$ cat src/rtl/mem_pkg.sv
// ============================================================================
// Module   : mem_pkg
// Brief    : Shared func3 codes, LSU state encoding and byte-enable constants.
// Revision : 1.0 - initial release
// ============================================================================
`default_nettype none

package mem_pkg;

  localparam logic [2:0] F3_B  = 3'b000;
  localparam logic [2:0] F3_H  = 3'b001;
  localparam logic [2:0] F3_W  = 3'b010;
  localparam logic [2:0] F3_BU = 3'b100;
  localparam logic [2:0] F3_HU = 3'b101;

  typedef enum logic [1:0] {
    LSU_IDLE = 2'd0,
    LSU_REQ  = 2'd1,
    LSU_DONE = 2'd2
  } lsu_state_t;

  typedef enum logic [1:0] {
    SZ_BYTE = 2'd0,
    SZ_HALF = 2'd1,
    SZ_WORD = 2'd2
  } acc_size_t;

  localparam logic [3:0] BE_ALL     = 4'b1111;
  localparam logic [3:0] BE_BYTE0   = 4'b0001;
  localparam logic [3:0] BE_HALF_LO = 4'b0011;
  localparam logic [3:0] BE_HALF_HI = 4'b1100;

  // Unlisted func3 encodings fall through to a word access.
  function automatic acc_size_t f3_size(input logic [2:0] f3);
    case (f3[1:0])
      2'b00:   return SZ_BYTE;
      2'b01:   return SZ_HALF;
      default: return SZ_WORD;
    endcase
  endfunction

endpackage

`default_nettype wire

$ cat src/rtl/load_align.sv
// ============================================================================
// Module   : load_align
// Brief    : Lane select and sign/zero extension of raw load data.
// Revision : 1.0 - initial release
// ============================================================================
`default_nettype none

module load_align
  import mem_pkg::*;
(
  input  logic [31:0] i_rdata,
  input  logic [1:0]  i_lane,
  input  logic [2:0]  i_func3,
  output logic [31:0] o_result
);

  logic [7:0]  w_byte;
  logic [15:0] w_half;

  always_comb begin
    w_byte = i_rdata[7:0];
    case (i_lane)
      2'd0:    w_byte = i_rdata[7:0];
      2'd1:    w_byte = i_rdata[15:8];
      2'd2:    w_byte = i_rdata[23:16];
      default: w_byte = i_rdata[31:24];
    endcase
    w_half = i_lane[1] ? i_rdata[31:16] : i_rdata[15:0];
  end

  always_comb begin
    o_result = i_rdata;
    case (i_func3)
      F3_B:    o_result = {{24{w_byte[7]}}, w_byte};
      F3_BU:   o_result = {24'd0, w_byte};
      F3_H:    o_result = {{16{w_half[15]}}, w_half};
      F3_HU:   o_result = {16'd0, w_half};
      default: o_result = i_rdata;
    endcase
  end

endmodule

`default_nettype wire

$ cat src/rtl/mem_lsu.sv
// ============================================================================
// Module   : mem_lsu
// Brief    : MEM-stage load/store unit driving a req/ack data-memory bus.
//            Optional build macro: MISALIGN_TRAP_EN (trap misaligned accesses).
// Revision : 1.0 - initial release
// ============================================================================
`default_nettype none

module mem_lsu
  import mem_pkg::*;
#(
  parameter int MAX_WAIT = 255
) (
  input  logic        clk,
  input  logic        rst,
  input  logic        valid_MEM_I,
  input  logic        MemRead_MEM_I,
  input  logic        MemWrite_MEM_I,
  input  logic [2:0]  func3_MEM_I,
  input  logic [31:0] ALU_result_MEM_I,
  input  logic [31:0] Rd_data2_MEM_I,
  output logic        stall_MEM_O,
  output logic        done_MEM_O,
  output logic [31:0] Rd_mem_data_MEM_O,
  output logic        bus_err_MEM_O,
  output logic        misalign_MEM_O,
  output logic        dmem_req_O,
  output logic        dmem_we_O,
  output logic [31:0] dmem_addr_O,
  output logic [31:0] dmem_wdata_O,
  output logic [3:0]  dmem_be_O,
  input  logic        dmem_ack_I,
  input  logic [31:0] dmem_rdata_I
);

  localparam int CNT_W = $clog2(MAX_WAIT + 1);
  localparam logic [CNT_W-1:0] c_wait_last = CNT_W'(MAX_WAIT - 1);

  lsu_state_t       r_state;
  lsu_state_t       w_state_nxt;
  logic [CNT_W-1:0] r_wait_cnt;
  logic             r_we;
  logic [31:0]      r_addr;
  logic [31:0]      r_wdata;
  logic [3:0]       r_be;
  logic [1:0]       r_lane;
  logic [2:0]       r_func3;
  logic [31:0]      r_ld_data;
  logic             r_bus_err;
  logic             r_misalign;

  logic             w_access;
  logic             w_is_write;
  logic             w_misalign;
  logic             w_timeout;
  logic             w_stall;
  logic [31:0]      w_wdata;
  logic [3:0]       w_be;
  logic [31:0]      w_ld_fmt;

  // A simultaneous read+write request is carried out as a read.
  assign w_access   = valid_MEM_I & (MemRead_MEM_I | MemWrite_MEM_I);
  assign w_is_write = MemWrite_MEM_I & ~MemRead_MEM_I;
  assign w_timeout  = (r_state == LSU_REQ) & ~dmem_ack_I & (r_wait_cnt == c_wait_last);

  always_comb begin
    w_wdata = Rd_data2_MEM_I;
    w_be    = BE_ALL;
    case (f3_size(func3_MEM_I))
      SZ_BYTE: begin
        w_wdata = {4{Rd_data2_MEM_I[7:0]}};
        w_be    = BE_BYTE0 << ALU_result_MEM_I[1:0];
      end
      SZ_HALF: begin
        w_wdata = {2{Rd_data2_MEM_I[15:0]}};
        w_be    = ALU_result_MEM_I[1] ? BE_HALF_HI : BE_HALF_LO;
      end
      default: begin
        w_wdata = Rd_data2_MEM_I;
        w_be    = BE_ALL;
      end
    endcase
    if (!w_is_write) w_be = BE_ALL;
  end

`ifdef MISALIGN_TRAP_EN
  always_comb begin
    w_misalign = 1'b0;
    case (f3_size(func3_MEM_I))
      SZ_HALF: w_misalign = ALU_result_MEM_I[0];
      SZ_WORD: w_misalign = (ALU_result_MEM_I[1:0] != 2'b00);
      default: w_misalign = 1'b0;
    endcase
  end
`else
  assign w_misalign = 1'b0;
`endif

  load_align u_load_align (
    .i_rdata  (dmem_rdata_I),
    .i_lane   (r_lane),
    .i_func3  (r_func3),
    .o_result (w_ld_fmt)
  );

  always_comb begin
    w_state_nxt = r_state;
    w_stall     = 1'b0;
    case (r_state)
      LSU_IDLE: begin
        if (w_access) begin
          w_stall     = 1'b1;
          w_state_nxt = w_misalign ? LSU_DONE : LSU_REQ;
        end
      end
      LSU_REQ: begin
        w_stall = 1'b1;
        if (dmem_ack_I || w_timeout) w_state_nxt = LSU_DONE;
      end
      LSU_DONE: w_state_nxt = LSU_IDLE;
      default:  w_state_nxt = LSU_IDLE;
    endcase
  end

  always_ff @(posedge clk) begin
    if (rst) begin
      r_state    <= LSU_IDLE;
      r_wait_cnt <= '0;
      r_we       <= 1'b0;
      r_addr     <= '0;
      r_wdata    <= '0;
      r_be       <= '0;
      r_lane     <= '0;
      r_func3    <= '0;
      r_ld_data  <= '0;
      r_bus_err  <= 1'b0;
      r_misalign <= 1'b0;
    end else begin
      r_state <= w_state_nxt;
      case (r_state)
        LSU_IDLE: begin
          if (w_access) begin
            r_addr  <= {ALU_result_MEM_I[31:2], 2'b00};
            r_we    <= w_is_write;
            r_wdata <= w_wdata;
            r_be    <= w_be;
            r_lane  <= ALU_result_MEM_I[1:0];
            r_func3 <= func3_MEM_I;
            if (w_misalign) begin
              r_misalign <= 1'b1;
              r_ld_data  <= '0;
            end
          end
        end
        LSU_REQ: begin
          if (dmem_ack_I) begin
            r_ld_data <= w_ld_fmt;
          end else if (w_timeout) begin
            r_bus_err <= 1'b1;
            r_ld_data <= '0;
          end else begin
            r_wait_cnt <= r_wait_cnt + 1'b1;
          end
        end
        LSU_DONE: begin
          r_wait_cnt <= '0;
          r_bus_err  <= 1'b0;
          r_misalign <= 1'b0;
        end
        default: ;
      endcase
    end
  end

  assign stall_MEM_O       = w_stall & ~rst;
  assign done_MEM_O        = (r_state == LSU_DONE);
  assign dmem_req_O        = (r_state == LSU_REQ);
  assign Rd_mem_data_MEM_O = r_ld_data;
  assign bus_err_MEM_O     = r_bus_err;
  assign misalign_MEM_O    = r_misalign;
  assign dmem_we_O         = r_we;
  assign dmem_addr_O       = r_addr;
  assign dmem_wdata_O      = r_wdata;
  assign dmem_be_O         = r_be;

endmodule

`default_nettype wire

$ cat config.mk
export PLATFORM = sky130hd
export DESIGN_NAME = mem_lsu
export DESIGN_NICKNAME = d
export VERILOG_FILES = /design/src/rtl/mem_pkg.sv /design/src/rtl/load_align.sv /design/src/rtl/mem_lsu.sv
export SDC_FILE = /design/constraint.sdc
export NUM_CORES = 1
export LEC_CHECK = 0
export ABC_AREA = 1
export CAP_MARGIN = 20
export CORE_MARGIN = 3
export CORE_UTILIZATION = 48
export CTS_CLUSTER_DIAMETER = 50
export CTS_CLUSTER_SIZE = 20
export DETAILED_ROUTE_END_ITERATION = 8
export PLACE_DENSITY = 0.86
export RECOVER_POWER = 50
export SETUP_SLACK_MARGIN = 0.2
export SLEW_MARGIN = 30
export SYNTH_ARGS = -nofsm -noshare
export SYNTH_HDL_FRONTEND = slang
export SYNTH_HIERARCHICAL = 1
export SYNTH_SLANG_ARGS = --single-unit
export TNS_END_PERCENT = 1
$ cat constraint.sdc
create_clock -name clk -period 5.45 [get_ports clk]
set_clock_uncertainty 0.2 [all_clocks]
set_input_delay 1.09 -clock clk [delete_from_list [all_inputs] [get_ports clk]]
set_output_delay 1.09 -clock clk [all_outputs]
set_load 0.05 [all_outputs]
Word-level counts from Yosys, hierarchy flattened
Index checks and enable logic that the tools add are counted.
{"block": "totals", "regBits": 115, "input_bits": 105, "out_inout_bits": 106, "word_cells": 70}
{"block": "op_classes", "addsub": 1, "eq_ne": 15, "shift": 1, "mux": 21, "n_bitwise": 9, "n_reduce_logical": 13}
{"op": "$pmux W32 S4", "n": 1}
{"op": "$mux W32", "n": 2}
{"op": "$pmux W32 S2", "n": 1}
{"op": "$pmux W8 S3", "n": 1}
{"op": "$mux W16", "n": 1}
{"op": "$mux W8", "n": 2}
{"op": "$pmux W8 S2", "n": 1}
{"op": "$add A8 B1 Y8 const B", "n": 1}
{"op": "$eq A2 B1 Y1 const B", "n": 4}
{"op": "$eq A8 B8 Y1 const B", "n": 1}
{"op": "$logic_not A2 Y1", "n": 4}
{"op": "$mux W4", "n": 2}
{"op": "$pmux W2 S2", "n": 2}
{"op": "$pmux W4 S2", "n": 1}
{"op": "$eq A3 B3 Y1 const B", "n": 2}
{"op": "$ne A2 B2 Y1 const B", "n": 3}
{"op": "$reduce_and A2 Y1", "n": 3}
{"op": "$reduce_and A3 Y1", "n": 2}
{"op": "$and A1 B1 Y1", "n": 5}
{"op": "$eq A2 B2 Y1 const B", "n": 2}
{"op": "$mux W2", "n": 2}
{"op": "$ne A2 B1 Y1 const B", "n": 2}
{"op": "$pmux W1 S2", "n": 2}
{"op": "$reduce_bool A2 Y1", "n": 2}
{"op": "other kinds (7)", "n": 11}

Depth between registers and ports, before layout
{"block": "depth", "ltp_word": 6, "mapped_depth": 10, "mapped_depth_nobuf": 9}

By module
The synthesis kept the hierarchy.
{"module": "mem_lsu", "n_inst": 1, "cells_per_inst": 621, "area_per_inst_um2": 4724.5, "seq_area_each_um2": 2302.2}
{"module": "load_align", "n_inst": 1, "cells_per_inst": 192, "area_per_inst_um2": 895.9, "seq_area_each_um2": 0.0}

Worst setup path before layout
No wires, ideal clock.
{"block": "synth_timing", "kind": "input -> output", "startpoint": "input MemWrite_MEM_I", "endpoint": "output stall_MEM_O", "arrival_ps": 2169, "required_ps": 4160, "slack_ps": 1991, "stages": 7, "n_path_buf": 3, "cell_sequence": "o21ai_2 -> nor2_2 -> buf_6 -> inv_4 -> buf_6 -> buf_12 -> a21oi_2"}
{"block": "synth_between", "elab_chain_cells": 5}
{"item": "from (decl)", "line_no": "mem_lsu.sv:18", "text": "input logic MemWrite_MEM_I,"}
{"item": "$or A1 B1 Y1", "line_no": "mem_lsu.sv:62", "text": "assign w_access = valid_MEM_I & (MemRead_MEM_I | MemWrite_MEM_I);"}
{"item": "$and A1 B1 Y1", "line_no": "mem_lsu.sv:62"}
{"item": "$mux W1", "line_no": "mem_lsu.sv:111", "text": "if (w_access) begin"}
{"item": "$pmux W1 S2", "line_no": "mem_lsu.sv:109", "text": "case (r_state)"}
{"item": "$and A1 B1 Y1", "line_no": "mem_lsu.sv:175", "text": "assign stall_MEM_O = w_stall & ~rst;"}
{"item": "to (decl)", "line_no": "mem_lsu.sv:22", "text": "output logic stall_MEM_O,"}
Every way passes these cells.

Final worst setup path
Same ends and word-level chain as after synthesis.

==> flow_summary.toml <==
[synth]
yosysWarnings = 6
synth_seq_cells = 115
synthCells = 813
synth_area_leaders = "dfxtp_1 (41%), nand2_1 (16%), a21oi_1 (6.8%)"
ys.flop_type = "dfxtp_1"
synth_area_um2 = 5620
ys_seq_area_share_pct = 41.0
yosysTopAreaCellShare_pct = 41.0
synthArstFlopShare_pct = 0
synth.avg_cell_area_um2 = 6.91
ys_types = 34
synth-edff-count = 0
yosys.area.top_type = "dfxtp_1"

[cts]
htreeDepth = 4
clock_sink_count = 115
clock_latency_ns = 0.41
clock_path_buffers = 2
cts_tree = "built"
post_cts_resize_count = 0
root_buffer = "clkbuf_16"
clk_pin_slew_ns = 0.05
numCtsBuffers = 17
cts_hold_buf = 0
cts_setup_buffers = 0

[status]
outcome = "finished clean"

[pwr]
leakagePower_nw = 3.38
vdd.ir_drop.worst_v = 0.000278
power_density_nw_per_um2 = 411

[worst_hold_path]
holdPathStages = 2
hold_path.class = "reg2reg"
min_to = "Rd_mem_data_MEM_O[26]$_SDFFE_PP0P_"
worstHoldStart = "Rd_mem_data_MEM_O[26]$_SDFFE_PP0P_"

[setup_path]
timing.rr.start = "r_state[1]$_SDFFE_PP0P_"
worstPathRequired_ns = 4.16
cp-end-kind = "output pin"
ff2ff_setup_slack_ns = 2.60
r2r_cells = 8
r2r-end = "r_wait_cnt[7]$_SDFFE_PP0P_"
critPathLaunch = "MemWrite_MEM_I"
path_class = "in2out"
cp-start-kind = "input port"
worstPathArrival_ns = 3.03
crit_path_max_fanout = 2

[final_layout]
diodes = 0
fillers = 868
syn2layout_area_growth_pct = 45.1
layout_commonest_cell = "nand2_1"
drive_gt1_share_pct = 6.75
fin_nets = 1107
layout_common_cells = "nand2_1 (238), clkdlybuf4s50_1 (193), dfxtp_1 (115), nor2_1 (103), a21oi_1 (76)"

[floorplanning]
die_width_um = 114
dieHeight_um = 114
row_count = 38
start_util_pct = 50.5
die_area_um2 = 13000
io_pins = 211
placeableCoreArea_um2 = 11100

[detailed_routing]
dr.pass1.iters = 5
drt_first_iter_violations = 436
viasPerCell = 5.32
avgRoutedWirePerCell_um = 15.7
drt_wl_total_mm = 18.0
ant_nets = 0
dr_total_vias = 6104
drc = 0

[global_route]
overflow = 0
grt_usage_pct = 27.3
grt_pass1_wl_mm = 28.3
grt_pass1_vias = 5750
antenna_found_initial = 0
grt_max_degree = 83

[timing]
slew_headroom_pct = 1.41
drv_slew = 0
hold_violations = 0
tns_ns = 0
whs_ns = 0.257
period_minus_slack_ns = 4.32
max_freq_mhz = 231
setup_viol = 0
min_period_over_period_pct = 79.3
rsz0062_at_grt = "false"
worst_pin_slew_ns = 1.48

[placed_design]
gp_congestion = 0.916
place_hpwl_mm = 12.3
io_buffers = 207

[job]
cap_violations = 0
[how the worst max path moves through the flow]
stage / end / cells after the start
final: stall_MEM_O / 6
after global routing: stall_MEM_O / 6
after CTS: stall_MEM_O / 6
after detailed placement: stall_MEM_O / 6
after global placement: stall_MEM_O / 6
after floorplan: stall_MEM_O / 7
[cells by family (layout without fill, tap and decap cells)]
kind of cell	after synthesis	in the layout	share of synthesized area (%)
buffers and inverters	86	278	8.24
flip-flops	115	115	41.0
other	1	3	0.0667
AND/OR/NAND/NOR	441	441	33.3
AO/OA/AOI/OAI	163	163	15.9
adder cells (fa/ha/maj)	7	7	1.56
[power breakdown]
part           internal (W)  switching [W]
clock network      0.000727       0.000389
registers          0.000958      0.0000800
logic              0.000398       0.000801
total               0.00208        0.00127
[worst max-delay path, stage by stage]
cell	delay [ns]
dlygate4sd3_1	0.54
o21ai_0	0.20
nor2_4	0.15
clkinvlp_2	0.13
a21oi_2	0.12
clkdlybuf4s50_1	0.80
[synth_stat cells, types with 2 or more instances]
cell type and number:
buf_2 12, a21oi_1 76, inv_1 29, nor2_1 99
nand2_2 3, nand3_2 4, ha_1 7, o211ai_1 11
o21ai_0 65, nand3_1 66, inv_2 4, dfxtp_1 115
nor2_2 13, clkbuf_1 20, o211a_1 8, or2_2 9
buf_6 11, nand4_1 3, nand2_1 237, buf_4 6
nor2_4 2
[metal layers]
metal / part of all wire [%] / global-route usage (%) / up-vias
li1: - / - / 3002
met1: 40 / 33.2 / 2763
met2: 46 / 42.7 / 301
met3: 10 / 11.3 / 38
met4: 2.7 / 11.1 / 0
met5: 0 / 0 / -
[cell type report]
type                    count  area (um2)  share of cell area, %
inverters                  34         129                   1.58
well taps                 140         175                   2.15
multi-input cells         614        2840                   34.8
repair buffers            213        2110                   25.9
flip-flops and latches    115        2300                   28.2
clock buffers              22         494                   6.06
clock inverters             9         103                   1.26
[sequential cells by signal, summed over array words and instances, names as in the netlist]
register	flops
Rd_mem_data_MEM_O	32
bus_err_MEM_O	1
dmem_addr_O	30
dmem_be_O	4
dmem_wdata_O	32
dmem_we_O	1
r_func3	3
r_lane	2
r_state	2
r_wait_cnt	8
[per-stage QoR]
| stage | util [%] | power [W] | cell area, um2 | setup WS (ns) | std cells |
|---|---|---|---|---|---|
| after floorplan | - | 0.00189 | 5630 | 1.99 | 815 |
| after global placement | 68.2 | 0.00224 | 7590 | 1.41 | 1116 |
| after detailed placement | 68.2 | 0.00225 | 7590 | 1.41 | 1116 |
| after CTS | 73.6 | 0.00337 | 8180 | 1.41 | 1147 |
| after global routing | 73.3 | 0.00351 | 8150 | 1.00 | 1147 |
| final | 73.3 | 0.00335 | 8150 | 1.13 | 1147 |
Power figures use the tool's default switching activity.
